**config.mk**
```make
export PLATFORM = sky130hd
export DESIGN_NAME = expr_eval_flat
export DESIGN_NICKNAME = d
export VERILOG_FILES = /design/src/rtl/expr_eval_if.sv /design/src/rtl/expr_eval.sv /design/src/flat_wrapper.sv
export SDC_FILE = /design/constraint.sdc
export NUM_CORES = 1
export LEC_CHECK = 0
export CAP_MARGIN = 40
export CORE_ASPECT_RATIO = 1.5
export CORE_MARGIN = 2
export CORE_UTILIZATION = 34
export CTS_BUF_LIST = sky130_fd_sc_hd__clkbuf_2 sky130_fd_sc_hd__clkbuf_4 sky130_fd_sc_hd__clkbuf_8
export CTS_CLUSTER_DIAMETER = 50
export DETAILED_ROUTE_END_ITERATION = 6
export PLACE_DENSITY_LB_ADDON = 0.2
export SYNTH_ARGS = -nofsm -noshare
export SYNTH_HDL_FRONTEND = slang
export SYNTH_SLANG_ARGS = --single-unit
```
**constraint.sdc**
```tcl
create_clock -name clk -period 3.37 [get_ports clk]
set_clock_uncertainty 0.05 [all_clocks]
set_input_delay 0.674 -clock clk [delete_from_list [all_inputs] [get_ports clk]]
set_output_delay 0.674 -clock clk [all_outputs]
set_load 0.01 [all_outputs]
```
**src/rtl/expr_eval_if.sv**
```systemverilog
// rtl/expr_eval_if.sv - character stream in, evaluated result and flags out
interface expr_eval_if #(
    parameter int W = 16
);
    logic [7:0]   in;
    logic         in_valid;
    logic [W-1:0] result;
    logic         out;
    logic         err;
    logic         ovf;

    modport master (
        output in,
        output in_valid,
        input  result,
        input  out,
        input  err,
        input  ovf
    );

    modport slave (
        input  in,
        input  in_valid,
        output result,
        output out,
        output err,
        output ovf
    );
endinterface

```
**src/rtl/expr_eval.sv**
```systemverilog
// rtl/expr_eval.sv - evaluates single-digit '+'/'*' expressions one character per cycle
module expr_eval #(
    parameter int W = 16
) (
    input  logic      clk,
    input  logic      clr_n,
    expr_eval_if.slave s
);
    typedef enum logic [1:0] {
        S_NUM = 2'd0,
        S_OP  = 2'd1,
        S_ERR = 2'd2
    } state_t;

    state_t       state_q, state_d;
    logic [W-1:0] sum_q, sum_d;
    logic [W-1:0] prod_q, prod_d;
    logic         mul_q, mul_d;
    logic         ovf_q, ovf_d;

    logic         is_digit;
    logic         is_plus;
    logic         is_star;
    logic [3:0]   digit;
    logic [2*W-1:0] mult_full;
    logic [W:0]     add_full;

    // The low nibble of '0'..'9' is the digit value itself.
    assign digit     = s.in[3:0];
    assign is_digit  = (s.in >= 8'h30) && (s.in <= 8'h39);
    assign is_plus   = (s.in == 8'h2B);
    assign is_star   = (s.in == 8'h2A);
    assign mult_full = {{W{1'b0}}, prod_q} * {{(2*W-4){1'b0}}, digit};
    assign add_full  = {1'b0, sum_q} + {1'b0, prod_q};

    always_ff @(posedge clk or negedge clr_n) begin
        if (!clr_n) begin
            state_q <= S_NUM;
            sum_q   <= '0;
            prod_q  <= '0;
            mul_q   <= 1'b0;
            ovf_q   <= 1'b0;
        end else begin
            state_q <= state_d;
            sum_q   <= sum_d;
            prod_q  <= prod_d;
            mul_q   <= mul_d;
            ovf_q   <= ovf_d;
        end
    end

    always_comb begin
        state_d = state_q;
        sum_d   = sum_q;
        prod_d  = prod_q;
        mul_d   = mul_q;
        ovf_d   = ovf_q;
        if (s.in_valid) begin
            case (state_q)
                S_NUM: begin
                    if (is_digit) begin
                        if (mul_q) begin
                            prod_d = mult_full[W-1:0];
                            if (mult_full[2*W-1:W] != '0) ovf_d = 1'b1;
                        end else begin
                            prod_d = {{(W-4){1'b0}}, digit};
                        end
                        mul_d   = 1'b0;
                        state_d = S_OP;
                    end else begin
                        state_d = S_ERR;
                    end
                end
                S_OP: begin
                    if (is_plus) begin
                        sum_d   = add_full[W-1:0];
                        if (add_full[W]) ovf_d = 1'b1;
                        prod_d  = '0;
                        mul_d   = 1'b0;
                        state_d = S_NUM;
                    end else if (is_star) begin
                        mul_d   = 1'b1;
                        state_d = S_NUM;
                    end else begin
                        state_d = S_ERR;
                    end
                end
                default: state_d = S_ERR;
            endcase
        end
    end

    // The displayed sum is not committed, so its carry never reaches ovf.
    always_comb begin
        s.out    = (state_q == S_OP);
        s.err    = (state_q == S_ERR);
        s.ovf    = ovf_q;
        s.result = sum_q + prod_q;
    end
endmodule

```
**src/flat_wrapper.sv**
```systemverilog
// flat-port wrapper written by rule: the top's interface ports become plain ports
module expr_eval_flat 
#(
    parameter int W = 16
)
  (clk, clr_n, s_in, s_in_valid, s_result, s_out, s_err, s_ovf);
  expr_eval_if #(.W(W)) s_i ();
  input  logic clk;
  input  logic clr_n;
  input wire logic [$bits(s_i.in)-1:0] s_in;
  input wire logic [$bits(s_i.in_valid)-1:0] s_in_valid;
  output wire logic [$bits(s_i.result)-1:0] s_result;
  output wire logic [$bits(s_i.out)-1:0] s_out;
  output wire logic [$bits(s_i.err)-1:0] s_err;
  output wire logic [$bits(s_i.ovf)-1:0] s_ovf;
  assign s_i.in = s_in;
  assign s_i.in_valid = s_in_valid;
  assign s_result = s_i.result;
  assign s_out = s_i.out;
  assign s_err = s_i.err;
  assign s_ovf = s_i.ovf;
  expr_eval #(.W(W)) u_core (.clk(clk), .clr_n(clr_n), .s(s_i));
endmodule
```
After elaboration in Yosys (flattened, before gate mapping) --
Cells that the tools add are included. W data, S select, Z words.
Word-level totals: register bits after elaboration 36
Cells by class: add/sub/neg operators 2, $mul 1, $lt $le $gt $ge 2, equality and inequality tests 10, multiplexer cells 18, reductions and logical operators 8
Operator list (number):
- $mux W16 | 3
- $pmux W16 S2 | 1
- $mul A16 B4 Y20 | 1
- $add A16 B16 Y17 | 1
- $add A16 B16 Y16 | 1
- $eq A8 B6 Y1 const B | 2
- $reduce_bool A16 Y1 | 1
- $ne A2 B1 Y1 const B | 5
- $ge A8 B6 Y1 const B | 1
- $le A8 B6 Y1 const B | 1
- $mux W1 | 8
- $reduce_and A4 Y1 | 2
- $reduce_and A7 Y1 | 1
- $mux W2 | 3
- $pmux W1 S2 | 2
- $pmux W2 S2 | 1
- $ne A3 B1 Y1 const B | 1
- $reduce_and A3 Y1 | 1
- $eq A2 B1 Y1 const B | 1
- $eq A2 B2 Y1 const B | 1
- $logic_not A2 Y1 | 1
- $reduce_bool A2 Y1 | 1
- $logic_and A1 B1 Y1 | 1

Logic depth before layout (Yosys ltp) --
depth after elaboration 6, gate-level depth with buffers 15, depth with buffers taken out 13

Worst setup path after synthesis --
No wires, ideal clock.
kind in2reg, start point input s_in[1], end point register u_core.ovf_q (netlist: u_core.s.ovf), setup time 0.126 ns, arrival 4.003 ns, data required time 3.194 ns, setup slack -0.809 ns, stages 15, path buffers 2, path through clkbuf_1 clkbuf_1 and2_1 fa_1 inv_1 fa_1 inv_1 ha_1 o211ai_1 a21boi_0 o211a_1 o21ai_2 a21oi_1 mux2_2 o32a_1
On the way: longest elaborated chain between the ends 4, elaborated cells on any way between the ends 10
RTL lines:
- from (decl) | line flat_wrapper.sv:10 | input wire logic [$bits(s_i.in)-1:0] s_in;
- $mul A16 B4 Y20, or another cell as far along | line expr_eval.sv:33 | assign mult_full = {{W{1'b0}}, prod_q} * {{(2*W-4){1'b0}}, digit};
- $reduce_bool A16 Y1 / $logic_and A1 B1 Y1 (equally long branches) | line expr_eval.sv:64, expr_eval.sv:30
- $ne A2 B1 Y1 (no line)
- $reduce_and A7 Y1 (no line) *
- to (signal assigned) | line expr_eval.sv:48 | ovf_q <= ovf_d;
- to (decl) | line expr_eval.sv:19 | logic ovf_q, ovf_d;
Mark *: on every way between the ends. The rest lies on a longest branch, timed or not. A chain may end at the register's enable or synchronous reset.

Final worst setup path --
start point input s_in[3], end point register u_core.ovf_q (netlist: u_core.s.ovf)
Same word-level chain as after synthesis.

==> results.ini <==
[die]
core_area_um2 = 11800
die_area_um2 = 12900
std_cell_rows = 49
initial_core_util_pct = 34.5
ios = 30
fp.dieW_um = 93.4
die_h_um = 138

[clock_network]
worstSkewPairLatency_ns = 0.30
tritoncts = done
cts.sinks = 36
clk_pin_slew_ns = 0.08
root_buffer = clkbuf_8
ctsHoldBuffers = 0
clk_path_buf_depth = 2
cts_buffers = 5
htree_levels = 2

[timing]
worst_slack_ns = -0.399
tightest_slew_ns = 0.492
tns_ns = -1.32
hold_violations = 0
slew_viol_final = 0
hold_ws_ns = 0.216
rsz0062_at_grt = true
fin_crit_ns = 3.77
setup_viol = 6
post-route-period-util_pct = 112
fmax_ghz = 0.265
slew-limit-headroom_pct = 67.1

[cells_and_area]
stdcell_count = 773
layout-drive-gt1-share_pct = 41.3
diodes = 0
areaGrowthSynthToFinish_pct = 50.5
nets = 699

[drt]
vias = 3826
ant_nets = 0
first_iter_violations = 73
routed_wl_um = 12000
wl_per_cell_um = 15.5
first_pass_iters = 4
drc_errors = 0
avgViaCountPerCell = 4.95

[synthesis]
ys_seq_area_share_pct = 22.1
synth-edff-count = 0
synth_area_um2 = 4080
async_flop_share_pct = 100
ys_warn_count = 0
yosys_most_used_dff = dfrtp_1
ys_types = 51
synth_seq_cells = 36
syn_avg_cell_area_um2 = 8.73
syn_nets = 547
netlist_instances = 467

[placed_design]
gp_congestion = 0.779
dp_slack_ns = -1.25
port_buffers = 29
dp.cells = 735
dp_hpwl_um = 9220

[setup_path]
reg2regPathDepth = 13
crit_type = input port to flip-flop
crit_fanout = 5
crit-reg2reg-launch = u_core.prod_q[9]
r2r_slack_ns = -0.26
r2r_end = u_core.s.ovf
critPathLaunchType = input port
crit_arrival_ns = 3.89
endpoint_kind = flip-flop
cp.required_ns = 3.49

[pwr]
powerDensity_nw_per_um2 = 140
p_leak_uw = 0.00302
vdd_drop_max_mv = 0.204

[grt]
antenna_found_initial = 0
grt_max_degree = 25
grt_overflow_total = 0
grt_pass1_wl_um = 19700
grt_pass1_vias = 4134
grt_use_total_pct = 19.3

[run]
max-cap-violations = 0

[status]
status = finished, violations left
violations = negative setup slack

[min_path]
min_path_type = input port to asynchronous set/reset pin

-- how the worst max path moves through the flow --
stage | from | to | depth (start not counted)
CTS | s_in[3] | u_core.s.ovf | 17
global placement | s_in[3] | u_core.s.ovf | 16
global route | s_in[3] | u_core.s.ovf | 18
detailed placement | s_in[3] | u_core.s.ovf | 16
floorplan | s_in[1] | u_core.s.ovf | 14
finish | s_in[3] | u_core.s.ovf | 16
-- timing repair --
item	in CTS	in global routing
pin swaps	58	48
setup endpoints to repair	22	16
setup buffers	21	10
gates resized for setup	116	50
gates cloned	2	0
-- worst max-delay path, stage by stage --
cell and delay, ns:
buf_12 0.11, buf_12 0.12, buf_8 0.12, and2_4 0.13, fa_1 0.50, inv_2 0.04
fa_2 0.53, inv_2 0.03, ha_2 0.17, a211oi_2 0.25, nor2_1 0.09, or2_1 0.30
o21ai_4 0.17, a21oi_2 0.08, mux2_4 0.29, o32a_1 0.29
-- cells in the mapped netlist, drive strengths merged, types with 5 or more instances --
cell type | instances | area share, %
a21o | 6 | 1.1
fa | 29 | 14
nand2b | 8 | 1.2
o21a | 6 | 1.1
xor2 | 10 | 2.1
o21ai | 29 | 3.7
and3 | 6 | 0.92
inv | 60 | 5.5
nor2 | 26 | 2.4
clkbuf | 10 | 0.92
ha | 40 | 12
o31ai | 6 | 1.1
nand4 | 5 | 0.77
and2 | 45 | 6.9
nor2b | 7 | 1.1
dfrtp | 36 | 22
xnor2 | 12 | 2.6
mux2 | 16 | 4.4
nand2 | 46 | 4.2
a21oi | 19 | 2.3
-- layout by cell type, fill, tap and decap left out, drive strengths merged, types with 2 or more instances in the layout --
master	netlist	final
a211oi	3	3
a21o	6	6
a21oi	19	19
a31oi	2	2
and2	45	45
and3	6	6
and3b	2	2
buf	0	136
clkbuf	10	9
clkdlybuf4s50	0	14
dfrtp	36	36
dlygate4sd2	0	4
fa	29	29
ha	40	40
inv	60	60
mux2	16	16
mux2i	4	4
nand2	46	46
nand2b	8	8
nand3	3	3
nand4	5	5
nor2	26	26
nor2b	7	7
nor3	2	2
nor3b	2	2
o211a	2	2
o211ai	2	2
o21a	6	6
o21ai	29	29
o21bai	3	3
o22ai	2	2
o31a	2	2
o31ai	6	6
xnor2	12	12
xor2	10	10
-- metal layers --
metal	wire length (um)	global-route usage [%]
met1	4610	21.5
met2	6800	36.9
met5	0	0
met3	293	2.62
met4	291	6.19
-- sequential cells by signal (all words and copies together), names as in the netlist --
| name | flops |
|---|---|
| u_core.sum_q | 16 |
| u_core.mul_q | 1 |
| u_core.prod_q | 16 |
| u_core.s.ovf | 1 |
| u_core.state_q | 2 |
-- through the flow --
step           power, uW  utilization (%)  instance area (um2)
2_1_floorplan        461                -                 4240
3_3_place_gp         502             45.4                 5380
3_5_place_dp         505             45.6                 5400
4_1_cts              883             50.2                 5940
5_1_grt              903             51.9                 6140
6_report             860             51.9                 6140
-- area by class of cell --
| type | instances | area [um2] |
|---|---|---|
| clock buffer | 8 | 97.6 |
| inverter | 60 | 225 |
| multi-input combinational | 361 | 3420 |
| timing repair buffer | 155 | 1300 |
| tap | 153 | 191 |
| sequential | 36 | 903 |
| fill | 1067 | 5700 |
-- logic make-up after synthesis --
family,after synthesis,synth area share (%)
buffers and inverters,70,6.44
AND/OR/NAND/NOR,156,19.6
flip-flops,36,22.1
XOR/XNOR,22,4.72
AO/OA/AOI/OAI,94,15.2
adder cells (fa/ha/maj),69,26.5
multiplexers,20,5.40
-- report_power, final --
part	total, uW	switching [uW]	internal, uW	leakage (uW)
combinational	78.0	38.3	39.7	0.00247
clock	349	166	183	0.0000523
sequential	433	0.879	432	0.000494
total	860	205	655	0.00302
(Power assumes the default switching activity.)
